$ cat config.mk
export PLATFORM = sky130hd
export DESIGN_NAME = hazard_forward_unit
export DESIGN_NICKNAME = d
export VERILOG_FILES = /design/src/rtl/hazard_forward_unit.sv
export SDC_FILE = /design/constraint.sdc
export NUM_CORES = 1
export LEC_CHECK = 0
export BUFFER_PORTS_ARGS = -buffer_cell sky130_fd_sc_hd__buf_4
export CAP_MARGIN = 20
export CORE_AREA = 5 5 68 70
export CTS_CLUSTER_DIAMETER = 100
export CTS_CLUSTER_SIZE = 8
export DETAILED_ROUTE_END_ITERATION = 7
export DIE_AREA = 0 0 73 75
export GPL_TIMING_DRIVEN = 0
export PLACE_DENSITY = 0.72
export SETUP_SLACK_MARGIN = 0.3
export SYNTH_ARGS = -nofsm -noshare
export SYNTH_HDL_FRONTEND = slang
export SYNTH_SLANG_ARGS = --single-unit
$ cat constraint.sdc
create_clock -name clk -period 2.45 [get_ports clk]
set_input_delay 0.1225 -clock clk [delete_from_list [all_inputs] [get_ports clk]]
set_output_delay 0.1225 -clock clk [all_outputs]
set_load 0.01 [all_outputs]
$ cat src/rtl/hazard_forward_unit.sv
// Forwarding-select and load-use stall unit beside the ID/EX register.
// Selects are registered so they are valid while the checked instruction is in EX.
module hazard_forward_unit #(
    parameter int NUM_SRC  = 2,
    parameter int AW       = 5,
    parameter int LOAD_LAT = 1,
    parameter int CNT_W    = 16
) (
    input  logic                   clk,
    input  logic                   rst,
    input  logic                   id_valid,
    input  logic [NUM_SRC*AW-1:0]  id_rs,
    input  logic [AW-1:0]          idex_rd,
    input  logic                   idex_regwrite,
    input  logic                   idex_memread,
    input  logic [AW-1:0]          exmem_rd,
    input  logic                   exmem_regwrite,
    input  logic                   flush,
    output logic [NUM_SRC*2-1:0]   fwd_sel,
    output logic                   stall,
    output logic                   bubble,
    output logic [CNT_W-1:0]       stall_count
);

    typedef enum logic {RUN, HOLD} state_e;

    state_e                 state_q, state_d;
    logic [2:0]             cnt_q, cnt_d;
    logic [NUM_SRC*2-1:0]   fwd_sel_q, fwd_sel_d, sel_calc;
    logic [CNT_W-1:0]       stall_count_q, stall_count_d;
    logic [NUM_SRC-1:0]     ex_hit, mem_hit;
    logic                   hazard;

    // x0 is never forwarded: a nonzero rs equal to rd implies rd is nonzero too.
    for (genvar i = 0; i < NUM_SRC; i++) begin : g_match
        assign ex_hit[i]  = id_valid && (id_rs[i*AW +: AW] != '0) &&
                            (id_rs[i*AW +: AW] == idex_rd) && idex_regwrite;
        assign mem_hit[i] = id_valid && (id_rs[i*AW +: AW] != '0) &&
                            (id_rs[i*AW +: AW] == exmem_rd) && exmem_regwrite;
    end

    // NOTE: every combinational output gets a default first so no latch is inferred.
    always_comb begin
        sel_calc = '0;
        hazard   = 1'b0;
        for (int i = 0; i < NUM_SRC; i++) begin
            if (ex_hit[i]) begin
                sel_calc[i*2 +: 2] = 2'b10;
                if (idex_memread) hazard = 1'b1;
            end else if (mem_hit[i]) begin
                sel_calc[i*2 +: 2] = 2'b01;
            end
        end
    end

    // NOTE: asynchronous active-high reset; sequential state uses non-blocking assignments.
    always_ff @(posedge clk or posedge rst) begin
        if (rst) begin
            state_q       <= RUN;
            cnt_q         <= '0;
            fwd_sel_q     <= '0;
            stall_count_q <= '0;
        end else begin
            state_q       <= state_d;
            cnt_q         <= cnt_d;
            fwd_sel_q     <= fwd_sel_d;
            stall_count_q <= stall_count_d;
        end
    end

    always_comb begin
        state_d = state_q;
        cnt_d   = cnt_q;
        if (flush) begin
            state_d = RUN;
            cnt_d   = '0;
        end else begin
            case (state_q)
                RUN: begin
                    if (hazard && (LOAD_LAT > 1)) begin
                        state_d = HOLD;
                        cnt_d   = 3'(LOAD_LAT - 1);
                    end
                end
                HOLD: begin
                    if (cnt_q <= 3'd1) begin
                        state_d = RUN;
                        cnt_d   = '0;
                    end else begin
                        cnt_d   = cnt_q - 3'd1;
                    end
                end
                default: begin
                    state_d = RUN;
                    cnt_d   = '0;
                end
            endcase
        end
    end

    // Flush kills the ID instruction, so it overrides both a fresh hazard and HOLD.
    always_comb begin
        stall  = !rst && !flush && ((state_q == HOLD) || hazard);
        bubble = stall;
    end

    always_comb begin
        fwd_sel_d     = (flush || stall) ? '0 : sel_calc;
        stall_count_d = stall_count_q;
        if (stall && (stall_count_q != {CNT_W{1'b1}}))
            stall_count_d = stall_count_q + {{(CNT_W-1){1'b0}}, 1'b1};
    end

    assign fwd_sel     = fwd_sel_q;
    assign stall_count = stall_count_q;

endmodule

Yosys cells after proc, flatten, opt, wreduce, memory -nomap -nowiden --
Cells that the tools add are included.
Word-level totals: register bits after elaboration 24, bits of input ports 27, output and inout bits 22, word-level logic and storage cells 47
Cells by class: add/sub/neg operators 2, $lt $le $gt $ge 1, equality and inequality tests 5, mux-type cells 15, reductions and logical operators 20
Operator list (number):
- 5-bit equality test | 4
- 16-bit by 1-bit adder with 16-bit output (second input constant) | 1
- 16-bit inequality test (second input constant) | 1
- 1-bit logical AND | 13
- 5-bit nonzero test | 2
- 1-bit two-way mux | 9
- 3-bit two-way mux | 3
- 2-bit two-way mux | 2
- 4-bit two-way mux | 1
- 3-bit by 1-bit less-or-equal comparator with 1-bit output (second input constant) | 1
- 3-bit by 1-bit subtractor with 3-bit output (second input constant) | 1
- 1-bit zero test | 2
- 1-bit logical OR | 2
- 2-bit nonzero test | 1

Logic depth before layout (Yosys ltp) --
Gate-level depths: netlist (run 1).
depth after elaboration 11, mapped depth 7, gate-level depth less buffers 7

Worst setup path before layout (run 1) --
No wires, ideal clock.
kind register -> register, from register stall_count_q[2] (netlist: stall_count[2]), to register stall_count_q[1] (netlist: stall_count[1]), library setup time 0.125 ns, arrival time 1.829 ns, required time 2.325 ns, slack 0.496 ns, cell stages (with the launch flop) 6, buffers on the path 0, clock period less this slack 1.954 ns, cell sequence dfrtp_1 > and4_4 > nand3_4 > or4_4 > o311ai_4 > mux2_4
Between the ends: longest elaborated chain between the ends 2
Ends and longest elaborated chain:
- start: declaration | line 30 | logic [CNT_W-1:0] stall_count_q, stall_count_d;
- start signal: assignment | line 67 | stall_count_q <= stall_count_d;
- 16-bit inequality test | line 110 | if (stall && (stall_count_q != {CNT_W{1'b1}}))
- 1-bit logical AND | line 110
Every way passes these cells. A chain may end at the register's enable or synchronous reset.

Worst setup path in the final report (run 1) --
from register stall_count_q[0] (netlist: stall_count[0]), to register stall_count_q[10] (netlist: stall_count[10])
Between the ends: longest elaborated chain between the ends 2, elaborated cells on any way between the ends 3, those cells by class add/sub (1); eq/ne (1); reduce/logical (1)
Ends and longest elaborated chain:
- branches (longest 2 deep; another with 16-bit by 1-bit adder with 16-bit output)
Several ways; the timed one is not identified.

==> out/qor.yml, run 1 <==
grt_pass1_vias: 1329
switching_power_uw: 175.0
fin_tns_setup_ns: 0
cp-start-kind: "flop"
place_inst: 246
worstPathRequired_ns: 2.63
timing.final.hold_violations: 0
syn-num-nets: 179
p_total_uw: 745.5
fill_cells: 396
seq_area_frac_synth_pct: 41.38
cts-root-buf: "clkbuf_8"
syn_inst: 149
fin_cells: 249
p_per_area_nw_per_um2: 390.7
grt-ovfl-total: 0
numCtsBuffers: 3
synth_top_area_cell: "dfrtp_1"
io_pins: 49
reg2reg_to: "stall_count[10]"
setup_slack_ns: 0.4128
synthToLayoutAreaGrowth_pct: 31.47
postCtsResizedCells: 0
pre_cts_ws_ns: 0.4414
path_buf_inv: 0
yosysTopAreaCellShare_pct: 41.38
crit_chain: "ha_1 -> nand2_1 -> or4_4 -> or3b_1 -> nor4b_1 -> xor2_1"
p_leak_nw: 0.8949
drtIter0Drc: 48
cts_hold_buffers: 0
synth_common_cells: "dfrtp_1, xor2_1, nand2_1, xnor2_1, nor2_1"
synth_area_leaders: "dfrtp_1, xor2_1, xnor2_1, nand2_1, nand3_1"
dp.final_hpwl_microns: 2722
r2r_slack_ns: 0.41
htree_levels: 1
setup_viol: 0
drv_slew: 0
grt_pass1_wl_microns: 5678
grt_usage_pct: 13.02
rsz0062_at_grt: "no"
rows: 23
clockPowerShare_pct: 29.8
gp_congestion: 0.7735
status: "finished clean"
maxCapViolCount: 0
dieArea_sq_um: 5475
critPathKind: "reg -> reg"
synth_warnings: 0
ff2ff_path_depth: 6
hold_ws_ns: 0.07737
die_w_microns: 73
die_h_microns: 75
critPathTopFamily: "simple AND/OR/NAND/NOR gates"
p_comb_share_pct: 15.2
drive_above_1_share_pct: 29.15
maxSlewHeadroom_pct: 39.45
num_vias: 1289
clockBufferDepth: 2
ant_nets: 0
placed_cell_area_sq_um: 1867
netSwitchingFraction_pct: 23.47
cpPeakStageDelay_ns: 0.46
wl_microns: 3304
ys.flop_type: "dfrtp_1"
start_util_pct: 37.08
layout_min_cycle_time_ns: 2.037
syn_avg_cell_area_sq_um: 9.741
r2r_start: "stall_count[0]"
cts_tree: "yes"
hold_class: "in -> async"
core_sq_um: 3914
yosysUniqueCellTypes: 30
p_seq_share_pct: 55.0
internal_power_uw: 570.5
ir_worst_vdd_v: 0.0001851
post_cts_buffers: 0
nets: 231
final_util_pct: 48.75
wl_per_cell_microns: 13.27
cts.sinks: 24
worst_ep_arrival_time_ns: 2.22
period_share_pct: 83.15
netlist_area_sq_um: 1451
antenna_cells: 0
fmax_mhz: 490.9
ys_async_sr_fraction_pct: 100.0
via_per_inst: 5.177
firstDrtPassIters: 4
final.setup_skew_ns: 0.001707
clk_latency_ns: 0.26
final_area_sq_um: 1908
drc: 0
grt_max_degree: 25
synth_most_common_cell: "dfrtp_1"
synth_seq_cells: 24
worstPathMaxFanout: 6
synth-edff-count: 0
io_buffers: 47
slowest_stage: "dfrtp_1"
antenna_found_initial: 0
endpoint_kind: "flop"
path_clk_slew_ns: 0.08
max_slew.worst_pin.slew_ns: 0.9072
how the worst max path moves through the flow:
stage / from / end / slack, ns / depth (start not counted)
after floorplan: stall_count[2] / stall_count[1] / 0.50 / 5
after global placement: stall_count[0] / stall_count[14] / 0.46 / 6
after detailed placement: stall_count[2] / stall_count[1] / 0.44 / 5
after CTS: stall_count[0] / stall_count[14] / 0.40 / 6
after global routing: stall_count[0] / stall_count[14] / 0.31 / 6
final: stall_count[0] / stall_count[10] / 0.41 / 6
layout make-up:
type	count	area [sq um]	share of cell area [%]
inverters	6	22.52	1.180
well taps	50	62.56	3.279
multi-input cells	117	817.0	42.82
repair buffers	47	352.8	18.49
flip-flops and latches	24	600.6	31.48
plain buffers	2	11.26	0.5902
clock buffers	3	41.29	2.164
placed cells by master, fill, tap and decap left out, drive strengths merged:
cell type  count
a21oi          4
a31oi          1
a41oi          1
and3           1
and4           3
buf           48
clkbuf         4
dfrtp         24
ha             3
inv            6
mux2           1
nand2         15
nand3         10
nand4          6
nor2          10
nor3           8
nor4           5
nor4b          3
o21a           1
o21ai          6
o311ai         1
or3b           1
or4            3
xnor2         15
xor2          19
sequential cells by signal, indices dropped and copies added (netlist names):
name	count
state_q	1
cnt_q	3
stall_count	16
fwd_sel	4
power groups by stage:
stage                     combinational [mW]  clock, mW  sequential (mW)
after global placement                 0.113          0            0.418
after CTS                              0.115      0.234            0.410
after detailed placement               0.115          0            0.418
final                                  0.114      0.222            0.410
after global routing                   0.127      0.244            0.411
after floorplan                       0.0494          0            0.419
metal layers:
metal	share of wire (%)	up-vias	track usage, %
met5	0	-	0
met3	10	4	3.738
li1	-	630	-
met2	48	50	22.54
met1	41	605	15.02
met4	0.82	0	5.533
worst register-to-register path: stages (launching register included):
cell     delay (ns)
dfrtp_1        0.46
ha_1           0.28
nand2_1        0.12
or4_4          0.15
or3b_1         0.40
nor4b_1        0.38
xor2_1         0.18
kinds of logic after synthesis:
| logic type | count (synthesis) | synth area share [%] |
|---|---|---|
| AO/OA/AOI/OAI | 14 | 6.811 |
| buffers and inverters | 8 | 2.327 |
| XOR/XNOR | 34 | 20.52 |
| multiplexers | 1 | 1.034 |
| adder cells (fa/ha/maj) | 3 | 2.586 |
| AND/OR/NAND/NOR | 65 | 25.35 |
| flip-flops | 24 | 41.38 |
(Power assumes the default switching activity.)
==> run 2, diff against run 1 <==
Clock period 2.45 ns to 2.1 ns, I/O delays scaled along.
==> run 2 against run 1 <==
  * Non-clock buffer count increased by 14
  * Cell area increased by 11%
  * Largest power group unchanged
  * Critical path type unchanged
  * Hold slack got worse by 0.025 ns
  * Critical endpoint unchanged
  * Sequential power increased by 16%
  * Via count increased by 3.3%
  * Highest routed layer unchanged
  * Core utilization increased by 5.5 points
  * Clock-buffer cell count increased by 1
  * Clock skew increased by 0.0035 ns
==> out/qor.yml, run 2 (same netlist as run 1, synthesis figures left out) <==
status: "finished clean"
synthToLayoutAreaGrowth_pct: 46.29
cp-start-kind: "flop"
htree_levels: 1
gp_congestion: 0.8034
met1_usage_pct: 14.55
via_per_inst: 5.045
numCtsBuffers: 3
fmax_mhz: 542.4
worst_ep_arrival_time_ns: 1.99
clockBufferDepth: 2
start_util_pct: 37.08
antenna_found_initial: 0
layout_min_cycle_time_ns: 1.844
maxSlewHeadroom_pct: 38.87
grt_max_degree: 25
drtIter0Drc: 41
final_common_cell: "buf_4"
cts-root-buf: "clkbuf_8"
layout_common_cells: "buf_4, xor2_1, dfrtp_1"
antenna_cells: 0
rsz0062_at_grt: "yes"
die_h_microns: 75
timing.final.hold_violations: 0
ant_nets: 0
final.setup_skew_ns: 0.005243
fin_cells: 264
io_pins: 49
maxCapViolCount: 0
slowest_stage: "or4_4"
grt_usage_pct: 13.61
largest_register_ffs: 16
crit_chain: "and3_4 -> nand2_4 -> or4_4 -> or3b_4 -> nor4b_4 -> xor2_1"
firstDrtPassIters: 4
critPathKind: "reg -> reg"
busiest_layer: "met2"
fin_tns_setup_ns: 0
die_w_microns: 73
worstPathRequired_ns: 2.25
num_vias: 1332
nets: 245
drive_above_1_share_pct: 42.99
gr-usage-met3_pct: 4.806
clk_latency_ns: 0.26
endpoint_kind: "flop"
rows: 23
p_per_area_nw_per_um2: 441.0
setup_viol: 0
path_clk_slew_ns: 0.08
grt_pass1_vias: 1355
grt_pass1_wl_microns: 5775
worstPathMaxFanout: 3
drc: 0
io_buffers: 47
cts_hold_buffers: 0
drv_slew: 0
grt-ovfl-total: 0
ir_worst_vdd_v: 0.0002114
wl_per_cell_microns: 13.88
dieArea_sq_um: 5475
hold_class: "in -> async"
dp.final_hpwl_microns: 2730
period_share_pct: 87.79
cts_tree: "yes"
cpPeakStageDelay_ns: 0.55
core_sq_um: 3914
final_util_pct: 54.25
place_inst: 246
grt_use_met2_pct: 24.73
cts.sinks: 24
wl_microns: 3664
p_leak_nw: 1.022
max_slew.worst_pin.slew_ns: 0.9159
## run 2: cell types whose count changed in the layout (fill, tap and decap cells not counted), sizes merged
| cell | delta |
|---|---|
| buf | +14 |
| clkbuf | +1 |
## run 2: metrics by stage
step           hold WS, ns  area (sq um)  total power [mW]  setup slack (ns)
2_1_floorplan       0.1192          1494            0.5497            0.2618
3_3_place_gp        0.3640          1909            0.6231            0.2187
3_5_place_dp        0.3726          1909            0.6252            0.2138
4_1_cts            0.07927          2039            0.9464            0.2766
5_1_grt             0.1041          2123            0.9841            0.1848
6_report           0.05275          2123            0.9364            0.2563
## run 2: layer usage
metal / wire [microns] / part of all wire [%]
met2: 1811 / 49
met5: 0 / 0
met3: 333 / 9.1
met1: 1483 / 40
met4: 36 / 0.98
## run 2: where the power goes
part	switching, mW	leakage [nW]	internal (mW)
sequential	0.00670	0.323	0.469
clock	0.144	0.0288	0.167
combinational	0.0714	0.670	0.0782
## run 2: area by class of cell
class	instances	area [sq um]
plain buffers	2	11.26
clock buffers	4	55.05
fillers	374	1790
inverters	6	22.52
multi-input cells	117	905.9
flip-flops and latches	24	608.1
well taps	50	62.56
repair buffers	61	457.9
## run 2: what timing repair did
| item | in CTS | in global routing |
|---|---|---|
| gates resized for setup | 1 | 10 |
| pin swaps | 0 | 6 |
| setup buffers | 10 | 4 |
| endpoints found under the hold margin | 0 | 0 |
| setup endpoints to repair | 14 | 15 |
## run 2: final timing paths
| check | start | to | slack (ns) | cells after the start |
|---|---|---|---|---|
| setup / recovery | stall_count[9] | stall_count[10] | 0.26 | 6 |
| hold / removal | rst | stall_count[14] | 0.05 | 2 |
| setup reg to reg | stall_count[9] | stall_count[10] | 0.26 | 6 |
| hold reg to reg | cnt_q[1] | cnt_q[1] | 0.49 | 2 |
| max in group asynchronous | rst | stall_count[3] | 1.42 | 2 |
| min in group clk | exmem_regwrite | fwd_sel[2] | 0.11 | 3 |
## run 2: worst max-delay path, delay by kind of cell, from the launching register on
| kind | cells | cell delay (ns) |
|---|---|---|
| xor+xnor | 1 | 0.18 |
| flops | 1 | 0.37 |
| simple gates | 5 | 1.18 |
==> run 3, diff against run 2 <==
Settings changed: GPL_TIMING_DRIVEN 0 to default.
==> run 3 against run 2 <==
  * Core utilization is 0.86 points higher
  * Critical path depth fell by 1
  * Hold slack improved by 0.0052 ns
  * Clock power down 11%
  * Clock skew hardly changed
  * Flip-flop and latch count stayed put
  * Largest power group unchanged
  * Highest routed layer unchanged
==> out/qor.yml, run 3 (same netlist as run 1, synthesis figures left out) <==
worst_ep_arrival_time_ns: 1.98
drv_slew: 0
antenna_found_initial: 0
numCtsBuffers: 3
worstPathMaxFanout: 8
maxSlewHeadroom_pct: 64.66
die_h_microns: 75
largest_register_ffs: 16
path_clk_slew_ns: 0.08
endpoint_kind: "flop"
synthToLayoutAreaGrowth_pct: 48.62
wl_microns: 3855
cts-root-buf: "clkbuf_8"
clockBufferDepth: 2
rows: 23
start_util_pct: 37.08
final_util_pct: 55.12
period_share_pct: 86.72
htree_levels: 1
internal_power_uw: 687.1
rsz0062_at_grt: "yes"
timing.final.hold_violations: 0
drtIter0Drc: 70
max_slew.worst_pin.slew_ns: 0.5289
drive_above_1_share_pct: 44.29
p_leak_nw: 1.035
dieArea_sq_um: 5475
netSwitchingFraction_pct: 24.45
p_comb_share_pct: 17.2
status: "finished clean"
critPathKind: "reg -> reg"
p_seq_share_pct: 52.3
nets: 250
gp_congestion: 0.8217
ir_worst_vdd_v: 0.0002489
io_pins: 49
via_per_inst: 5.033
dp.final_hpwl_microns: 2858
ant_nets: 0
core_sq_um: 3914
wl_per_cell_microns: 14.33
io_buffers: 48
fmax_mhz: 549.1
grt-ovfl-total: 0
cts.sinks: 24
switching_power_uw: 222.4
cts_tree: "yes"
drc: 0
clk_latency_ns: 0.27
num_vias: 1354
clockPowerShare_pct: 30.5
final_common_cell: "buf_4"
antenna_cells: 0
grt_pass1_wl_microns: 6292
grt_usage_pct: 14.76
setup_viol: 0
firstDrtPassIters: 4
fin_tns_setup_ns: 0
grt_pass1_vias: 1395
cp-start-kind: "flop"
layout_min_cycle_time_ns: 1.821
grt_max_degree: 25
maxCapViolCount: 0
layout_common_cells: "buf_4, xor2_1, dfrtp_1"
p_per_area_nw_per_um2: 421.6
die_w_microns: 73
final.setup_skew_ns: 0.005346
hold_class: "in -> reg"
worstPathRequired_ns: 2.26
[run 3: what timing repair did]
item | CTS | global route
setup endpoints to repair | 8 | 12
endpoints found under the hold margin | 24 | 0
resized for setup | 4 | 7
buffers inserted | 9 | 6
pin swaps | 0 | 5
hold buffers | 1 | 0
[run 3: through the flow]
step | instance area, sq um | setup WS, ns | power (mW) | instances | hold WS [ns]
floorplan | 1494 | 0.2618 | 0.5497 | 149 | 0.1192
global placement | 1936 | 0.2632 | 0.6291 | 249 | 0.1885
detailed placement | 1936 | 0.2279 | 0.6307 | 249 | 0.1964
CTS | 2087 | 0.2941 | 0.9186 | 263 | 0.05571
global route | 2157 | 0.2305 | 0.9550 | 269 | 0.05536
finish | 2157 | 0.2789 | 0.9095 | 269 | 0.05793
[run 3: power by group through the flow]
stage | Sequential (mW) | Combinational [mW] | Clock (mW)
global placement | 0.489 | 0.141 | 0
floorplan | 0.491 | 0.0585 | 0
detailed placement | 0.489 | 0.142 | 0
finish | 0.475 | 0.156 | 0.278
global route | 0.476 | 0.172 | 0.307
CTS | 0.475 | 0.157 | 0.287
[run 3: metal layers]
metal | part of all wire, % | vias up | wire (microns) | global-route usage [%]
li1 | - | 672 | - | -
met5 | 0 | - | 0 | 0
met3 | 8.6 | 7 | 330 | 4.539
met2 | 50 | 48 | 1920 | 25.42
met1 | 40 | 627 | 1540 | 17.51
met4 | 1.6 | 0 | 63 | 4.918
[run 3: worst paths after layout]
path	startpoint	slack [ns]	to	cells after the start
worst max-delay path	stall_count[9]	0.28	stall_count[1]	5
max in group asynchronous	rst	1.38	stall_count[10]	4
min in group asynchronous	rst	0.45	fwd_sel[3]	4
worst min register to register	cnt_q[1]	0.49	cnt_q[1]	2
worst min-delay path	flush	0.06	fwd_sel[3]	2
worst max register to register	stall_count[9]	0.28	stall_count[1]	5
[run 3: layout make-up]
type                            instances  area (sq um)
Tap cell                               50         62.56
Inverter                                6         22.52
Timing Repair Buffer                   68         513.0
Sequential cell                        24         609.3
Multi-Input combinational cell        117         904.6
Fill cell                             361          1757
Clock buffer                            4         45.04
[run 3: worst max-delay path, cell delays in order (launching register included)]
cell      delay, ns
dfrtp_2        0.38
and3_4         0.20
nand2_4        0.06
or4_4          0.54
o311ai_4       0.18
mux2_4         0.34
